===== config.mk =====
export PLATFORM = sky130hd
export DESIGN_NAME = mem_port_arbiter_flat
export DESIGN_NICKNAME = d
export VERILOG_FILES = /design/src/rtl/mem_port_arbiter_if.sv /design/src/rtl/mem_port_arbiter.sv /design/src/flat_wrapper.sv
export SDC_FILE = /design/constraint.sdc
export NUM_CORES = 1
export LEC_CHECK = 0
export ABC_AREA = 1
export BUFFER_PORTS_ARGS = -buffer_cell sky130_fd_sc_hd__buf_2
export CORE_MARGIN = 1.5
export CORE_UTILIZATION = 30
export DETAILED_ROUTE_END_ITERATION = 8
export PLACE_DENSITY = 0.6
export SLEW_MARGIN = 5
export SYNTH_ARGS = -nofsm -noshare
export SYNTH_HDL_FRONTEND = slang
export SYNTH_SLANG_ARGS = --single-unit

===== constraint.sdc =====
create_clock -name clk -period 3.45 [get_ports clk]
set_clock_uncertainty 0.15 [all_clocks]
set_input_delay 0.69 -clock clk [delete_from_list [all_inputs] [get_ports clk]]
set_output_delay 0.69 -clock clk [all_outputs]
set_load 0.02 [all_outputs]

===== src/rtl/mem_port_arbiter_if.sv =====
// Signal bundle between the fetch/load-store requesters, the memory port and mem_port_arbiter.
// master = the arbiter; slave = the requesters and the memory it serves.
interface mem_port_arbiter_if #(
    parameter int ADDR_W = 24,
    parameter int DATA_W = 32
) ();
    logic              i_stb;
    logic [ADDR_W-1:0] i_addr;
    logic              i_ack;
    logic [DATA_W-1:0] i_rdata;

    logic              d_stb;
    logic              d_we;
    logic [ADDR_W-1:0] d_addr;
    logic [DATA_W-1:0] d_wdata;
    logic              d_ack;
    logic [DATA_W-1:0] d_rdata;

    logic              mem_stb;
    logic              mem_we;
    logic [ADDR_W-1:0] mem_addr;
    logic [DATA_W-1:0] mem_wdata;
    logic              mem_ack;
    logic [DATA_W-1:0] mem_rdata;

    logic              bus_err;

    modport master (
        input  i_stb, i_addr, d_stb, d_we, d_addr, d_wdata, mem_ack, mem_rdata,
        output i_ack, i_rdata, d_ack, d_rdata, mem_stb, mem_we, mem_addr, mem_wdata, bus_err
    );

    modport slave (
        output i_stb, i_addr, d_stb, d_we, d_addr, d_wdata, mem_ack, mem_rdata,
        input  i_ack, i_rdata, d_ack, d_rdata, mem_stb, mem_we, mem_addr, mem_wdata, bus_err
    );
endinterface


===== src/rtl/mem_port_arbiter.sv =====
// Shares one memory port between instruction fetch and load/store, with alternating
// priority on contention, a registered strobe/ack handshake and a hung-memory timeout.
module mem_port_arbiter #(
    parameter int ADDR_W  = 24,
    parameter int DATA_W  = 32,
    parameter int TIMEOUT = 15
) (
    input  logic               clk,
    input  logic               rst,
    mem_port_arbiter_if.master bus
);
    typedef enum logic [1:0] {IDLE, BUSY, DONE} state_t;
    typedef enum logic {GRANT_I, GRANT_D} grant_t;

    localparam logic [7:0] TIMEOUT_LAST = 8'(TIMEOUT - 1);

    state_t            state_q, state_d;
    grant_t            last_grant_q, grant_d;
    logic              do_grant, do_complete, do_abort;
    logic [7:0]        timeout_cnt_q;
    logic [DATA_W-1:0] rdata_q;
    logic              mem_stb_q, mem_we_q, bus_err_q;
    logic [ADDR_W-1:0] mem_addr_q;
    logic [DATA_W-1:0] mem_wdata_q;
    logic              i_ack_w, d_ack_w;

    always_comb begin
        // NOTE: every signal written here gets a default first, so no latch can be inferred.
        state_d     = state_q;
        grant_d     = last_grant_q;
        do_grant    = 1'b0;
        do_complete = 1'b0;
        do_abort    = 1'b0;
        case (state_q)
            IDLE: begin
                // Data wins a tie unless it also won the previous grant.
                if (bus.d_stb && (!bus.i_stb || last_grant_q == GRANT_I)) begin
                    grant_d  = GRANT_D;
                    do_grant = 1'b1;
                    state_d  = BUSY;
                end else if (bus.i_stb) begin
                    grant_d  = GRANT_I;
                    do_grant = 1'b1;
                    state_d  = BUSY;
                end
            end
            BUSY: begin
                if (bus.mem_ack) begin
                    do_complete = 1'b1;
                    state_d     = DONE;
                end else if (timeout_cnt_q == TIMEOUT_LAST) begin
                    do_abort = 1'b1;
                    state_d  = DONE;
                end
            end
            DONE:    state_d = IDLE;
            default: state_d = IDLE;
        endcase
    end

    // NOTE: registers use <= so every flop samples the values from before the edge.
    always_ff @(posedge clk) begin
        if (rst) begin
            state_q      <= IDLE;
            last_grant_q <= GRANT_I;
        end else begin
            state_q      <= state_d;
            last_grant_q <= grant_d;
        end
    end

    always_ff @(posedge clk) begin
        if (rst) begin
            timeout_cnt_q <= '0;
            rdata_q       <= '0;
            mem_stb_q     <= 1'b0;
            mem_we_q      <= 1'b0;
            mem_addr_q    <= '0;
            mem_wdata_q   <= '0;
            bus_err_q     <= 1'b0;
        end else begin
            if (do_grant) begin
                mem_stb_q  <= 1'b1;
                mem_we_q   <= (grant_d == GRANT_D) && bus.d_we;
                mem_addr_q <= (grant_d == GRANT_D) ? bus.d_addr : bus.i_addr;
                if (grant_d == GRANT_D) begin
                    mem_wdata_q <= bus.d_wdata;
                end
            end
            if (do_complete) begin
                mem_stb_q <= 1'b0;
                mem_we_q  <= 1'b0;
                rdata_q   <= bus.mem_rdata;
            end
            if (do_abort) begin
                mem_stb_q <= 1'b0;
                mem_we_q  <= 1'b0;
                rdata_q   <= '0;
                bus_err_q <= 1'b1;
            end
            if (state_q == BUSY && !bus.mem_ack) begin
                timeout_cnt_q <= timeout_cnt_q + 8'd1;
            end else if (state_q == DONE) begin
                timeout_cnt_q <= '0;
            end
        end
    end

    assign i_ack_w       = (state_q == DONE) && (last_grant_q == GRANT_I);
    assign d_ack_w       = (state_q == DONE) && (last_grant_q == GRANT_D);
    assign bus.i_ack     = i_ack_w;
    assign bus.d_ack     = d_ack_w;
    assign bus.i_rdata   = i_ack_w ? rdata_q : '0;
    assign bus.d_rdata   = d_ack_w ? rdata_q : '0;
    assign bus.mem_stb   = mem_stb_q;
    assign bus.mem_we    = mem_we_q;
    assign bus.mem_addr  = mem_addr_q;
    assign bus.mem_wdata = mem_wdata_q;
    assign bus.bus_err   = bus_err_q;
endmodule


===== src/flat_wrapper.sv =====
// flat-port wrapper written by rule: the top's interface ports become plain ports
module mem_port_arbiter_flat 
#(
    parameter int ADDR_W  = 24,
    parameter int DATA_W  = 32,
    parameter int TIMEOUT = 15
)
  (clk, rst, bus_i_stb, bus_i_addr, bus_d_stb, bus_d_we, bus_d_addr, bus_d_wdata, bus_mem_ack, bus_mem_rdata, bus_i_ack, bus_i_rdata, bus_d_ack, bus_d_rdata, bus_mem_stb, bus_mem_we, bus_mem_addr, bus_mem_wdata, bus_bus_err);
  mem_port_arbiter_if #(.ADDR_W(ADDR_W), .DATA_W(DATA_W)) bus_i ();
  input  logic clk;
  input  logic rst;
  input wire logic [$bits(bus_i.i_stb)-1:0] bus_i_stb;
  input wire logic [$bits(bus_i.i_addr)-1:0] bus_i_addr;
  input wire logic [$bits(bus_i.d_stb)-1:0] bus_d_stb;
  input wire logic [$bits(bus_i.d_we)-1:0] bus_d_we;
  input wire logic [$bits(bus_i.d_addr)-1:0] bus_d_addr;
  input wire logic [$bits(bus_i.d_wdata)-1:0] bus_d_wdata;
  input wire logic [$bits(bus_i.mem_ack)-1:0] bus_mem_ack;
  input wire logic [$bits(bus_i.mem_rdata)-1:0] bus_mem_rdata;
  output wire logic [$bits(bus_i.i_ack)-1:0] bus_i_ack;
  output wire logic [$bits(bus_i.i_rdata)-1:0] bus_i_rdata;
  output wire logic [$bits(bus_i.d_ack)-1:0] bus_d_ack;
  output wire logic [$bits(bus_i.d_rdata)-1:0] bus_d_rdata;
  output wire logic [$bits(bus_i.mem_stb)-1:0] bus_mem_stb;
  output wire logic [$bits(bus_i.mem_we)-1:0] bus_mem_we;
  output wire logic [$bits(bus_i.mem_addr)-1:0] bus_mem_addr;
  output wire logic [$bits(bus_i.mem_wdata)-1:0] bus_mem_wdata;
  output wire logic [$bits(bus_i.bus_err)-1:0] bus_bus_err;
  assign bus_i.i_stb = bus_i_stb;
  assign bus_i.i_addr = bus_i_addr;
  assign bus_i.d_stb = bus_d_stb;
  assign bus_i.d_we = bus_d_we;
  assign bus_i.d_addr = bus_d_addr;
  assign bus_i.d_wdata = bus_d_wdata;
  assign bus_i.mem_ack = bus_mem_ack;
  assign bus_i.mem_rdata = bus_mem_rdata;
  assign bus_i_ack = bus_i.i_ack;
  assign bus_i_rdata = bus_i.i_rdata;
  assign bus_d_ack = bus_i.d_ack;
  assign bus_d_rdata = bus_i.d_rdata;
  assign bus_mem_stb = bus_i.mem_stb;
  assign bus_mem_we = bus_i.mem_we;
  assign bus_mem_addr = bus_i.mem_addr;
  assign bus_mem_wdata = bus_i.mem_wdata;
  assign bus_bus_err = bus_i.bus_err;
  mem_port_arbiter #(.ADDR_W(ADDR_W), .DATA_W(DATA_W), .TIMEOUT(TIMEOUT)) u_core (.clk(clk), .rst(rst), .bus(bus_i));
endmodule

==> results.md <==
* CTS Buf Count at 9
* Placeable Area at 0.0151 mm²
* Slew @ Worst Pin at 955 ps
* Initial antenna violation count at 1
* Worst Reg-to-Reg Cells at 6
* CP Data Required Time at 2610 ps
* Antenna diode count at 0
* Min Hold Slack at 312 ps
* Post-CTS Hold Fix Bufs at 0
* Fill count at 1645
* Commonest non-fill, non-tap cell in the layout: buf_2
* Die area at 0.0162 mm²
* VDD IR max at 0.214 mV
* Cell Chain, Critical Path: inv_2 > nand2_2 > nor2_1 > inv_1 > nor2_1 > buf_2
* Max Clk Rate at 332 MHz
* CTS clk-pin slew, worst paths at 70 ps
* Worst path depth at 6
* CTS resizes at 0
* Yosys cell types at 27
* Initial Util at 0.306
* PwrDens at 482 mW/mm²
* Tcrit/Tclk final at 0.874
* Flip-flop and latch area at 0.00204 mm²
* Antenna-violating nets left at 0
* Vias at 4869
* CP max FO at 32
* CTS sink cnt at 102
* Final Power at 2.98 mW
* Routed vias/inst at 4.51
* # DRC at 0
* Largest net degree at the start of global routing at 62
* Synth warn at 0
* Synthesized net count at 792
* Grt total ovfl at 0
* Die width at 127 µm
* Syn Inst Count at 672
* First-pass GRT wire length at 21100 µm
* Layout area overhead at 33.2%
* #FFs+latches synth at 102
* Pleak at 3.09 nW
* Setup TNS at 0 ps
* CP bufs+invs at 3
* Area occupied by multi-input gates at 0.00209 mm²
* CTS tree: done
* WL final at 13400 µm
* End of the critical path: bus_i_rdata[10]
* Wire length per cell at 12.4 µm
* Synth Flop Type: dfxtp_1
* Register area share after synthesis at 0.440
* Vias in the first global route at 4238
* Status: complete, no violations
* DPL Wire Length at 9400 µm
* RSZ-0062 raised after global routing: no
* EDFF count, synth at 0
* Max-capacitance violation count at 0
* Final hold vios at 0
* CTS root buf: clkbuf_16
* Reg-to-reg endpoint: u_core.bus.mem_we$_SDFFE_PP0P_
* Synth Cell Area at 0.00464 mm²
* CP startpoint kind: flop
* Crit path time final at 3010 ps
* Crit path capture type: output pin
* Slew headroom at 0.362
* Die boundary height at 127 µm
* CP delay by family, top: buffers and inverters
* Initial DRC count at 185
* Ys async rst share at 0
* Setup Fix Bufs, Post-CTS at 0
* 1st-pass router iterations at 4
* I/O pins at 243
* Row cnt at 45
* Top cell by count, worst path: nor2_1
* Overall routing resource usage at 0.162
* Data arrival, critical path at 2170 ps
* CP startpoint: u_core.state_q[0]$_SDFFE_PP0P_
* Synth Area per Inst at 6.90 µm²
* CP max stage cell: inv_1
* Setup CP Type: reg2out
* Clock tree buffer depth at 2
* Share of post-route cells with drive strength above 1 at 0.310
* Register-to-register setup slack at 1310 ps
* Slowest Stage Delay on Critical Path at 700 ps
* # H-tree levels at 3
* Nets@finish at 1006
* GP Congestion at 0.789
* Worst R2R Start: u_core.state_q[0]$_SDFFE_PP0P_
* IO Port Bufs at 242
* Clock Latency Late Sink at 350 ps
* Setup violations, final at 0
* HP Class: reg2reg
* Slew Viols, Final at 0
* Commonest cells after routing, fill and taps aside: buf_2 (242), nor2_1 (145), dfxtp_1 (102), nand2_1 (96), nand3_1 (90)
==> metal layers <==
| layer | up-vias | share of wire | track usage |
|---|---|---|---|
| li1 | 2551 | - | - |
| met1 | 2119 | 0.44 | 0.207 |
| met2 | 185 | 0.45 | 0.257 |
| met3 | 12 | 0.093 | 0.0523 |
| met4 | 2 | 0.017 | 0.0535 |
| met5 | - | 0.00052 | 0 |
==> report_power, final <==
group	internal, mW	switching [mW]
registers	1.28	0.0552
logic	0.229	0.433
clock network	0.499	0.479
total	2.01	0.968
==> kinds of logic (layout without fill, tap and decap cells) <==
logic type,count (synthesis),in the layout,synth area share
flip-flops,102,102,0.440
AO/OA/AOI/OAI,103,103,0.129
buffers and inverters,118,337,0.109
adder cells (fa/ha/maj),2,2,0.00539
AND/OR/NAND/NOR,347,347,0.316
==> cell type report <==
type,instances,area share
Tap cell,188,0.0381
Timing Repair Buffer,248,0.203
Clock inverter,7,0.00951
Clock buffer,9,0.0364
Inverter,73,0.0443
Sequential cell,102,0.330
Multi-Input combinational cell,452,0.338
==> worst min path at each step <==
stage | start | endpoint | slack [ps] | cells past startpoint
global placement | u_core.rdata_q[14]$_SDFFE_PP0P_ | u_core.rdata_q[14]$_SDFFE_PP0P_ | 300 | 2
CTS | u_core.rdata_q[20]$_SDFFE_PP0P_ | u_core.rdata_q[20]$_SDFFE_PP0P_ | 310 | 2
global route | u_core.rdata_q[14]$_SDFFE_PP0P_ | u_core.rdata_q[14]$_SDFFE_PP0P_ | 330 | 2
detailed placement | u_core.rdata_q[5]$_SDFFE_PP0P_ | u_core.rdata_q[5]$_SDFFE_PP0P_ | 300 | 2
finish | u_core.rdata_q[5]$_SDFFE_PP0P_ | u_core.rdata_q[5]$_SDFFE_PP0P_ | 310 | 2
floorplan | u_core.rdata_q[0]$_SDFFE_PP0P_ | u_core.rdata_q[0]$_SDFFE_PP0P_ | 290 | 2
==> synthesized netlist by cell type (2+ instances only) <==
cell / count / share of area
nand3_1: 90 / 0.097
nand2_1: 96 / 0.078
buf_4: 2 / 0.0032
buf_2: 28 / 0.030
clkbuf_1: 12 / 0.0097
o21ai_1: 4 / 0.0043
o21a_1: 24 / 0.039
nor3_1: 5 / 0.0054
o21ai_0: 31 / 0.033
a21oi_1: 38 / 0.041
inv_2: 3 / 0.0024
dfxtp_1: 102 / 0.44
inv_1: 69 / 0.056
nor2_4: 2 / 0.0049
a22oi_1: 4 / 0.0065
nand2_2: 4 / 0.0054
nor2_1: 145 / 0.12
ha_1: 2 / 0.0054
buf_6: 3 / 0.0073
==> worst register-to-register path, delay by kind of cell (launching register included) <==
kind / cells / cell delay, ps
buf+inv: 2 / 430
flops: 1 / 470
simple gates: 4 / 980
==> per-stage QoR <==
stage                     cell area [µm²]  utilization  cells  setup slack, ps
after floorplan                      4640            -    672             1080
after global placement               5900        0.389   1063              826
after detailed placement             5900        0.389   1063              792
after CTS                            6180        0.408   1079              406
after global routing                 6180        0.408   1079              276
final                                6180        0.408   1079              435
==> flip-flops by register name, indices dropped and copies added, names as in the netlist <==
name,flops
u_core.bus.mem_wdata,32
u_core.rdata_q,32
u_core.bus.mem_addr,24
u_core.timeout_cnt_q,8
u_core.state_q,2
u_core.bus.bus_err,1
u_core.bus.mem_stb,1
u_core.bus.mem_we,1
u_core.last_grant_q,1
(Power assumes the default switching activity.)
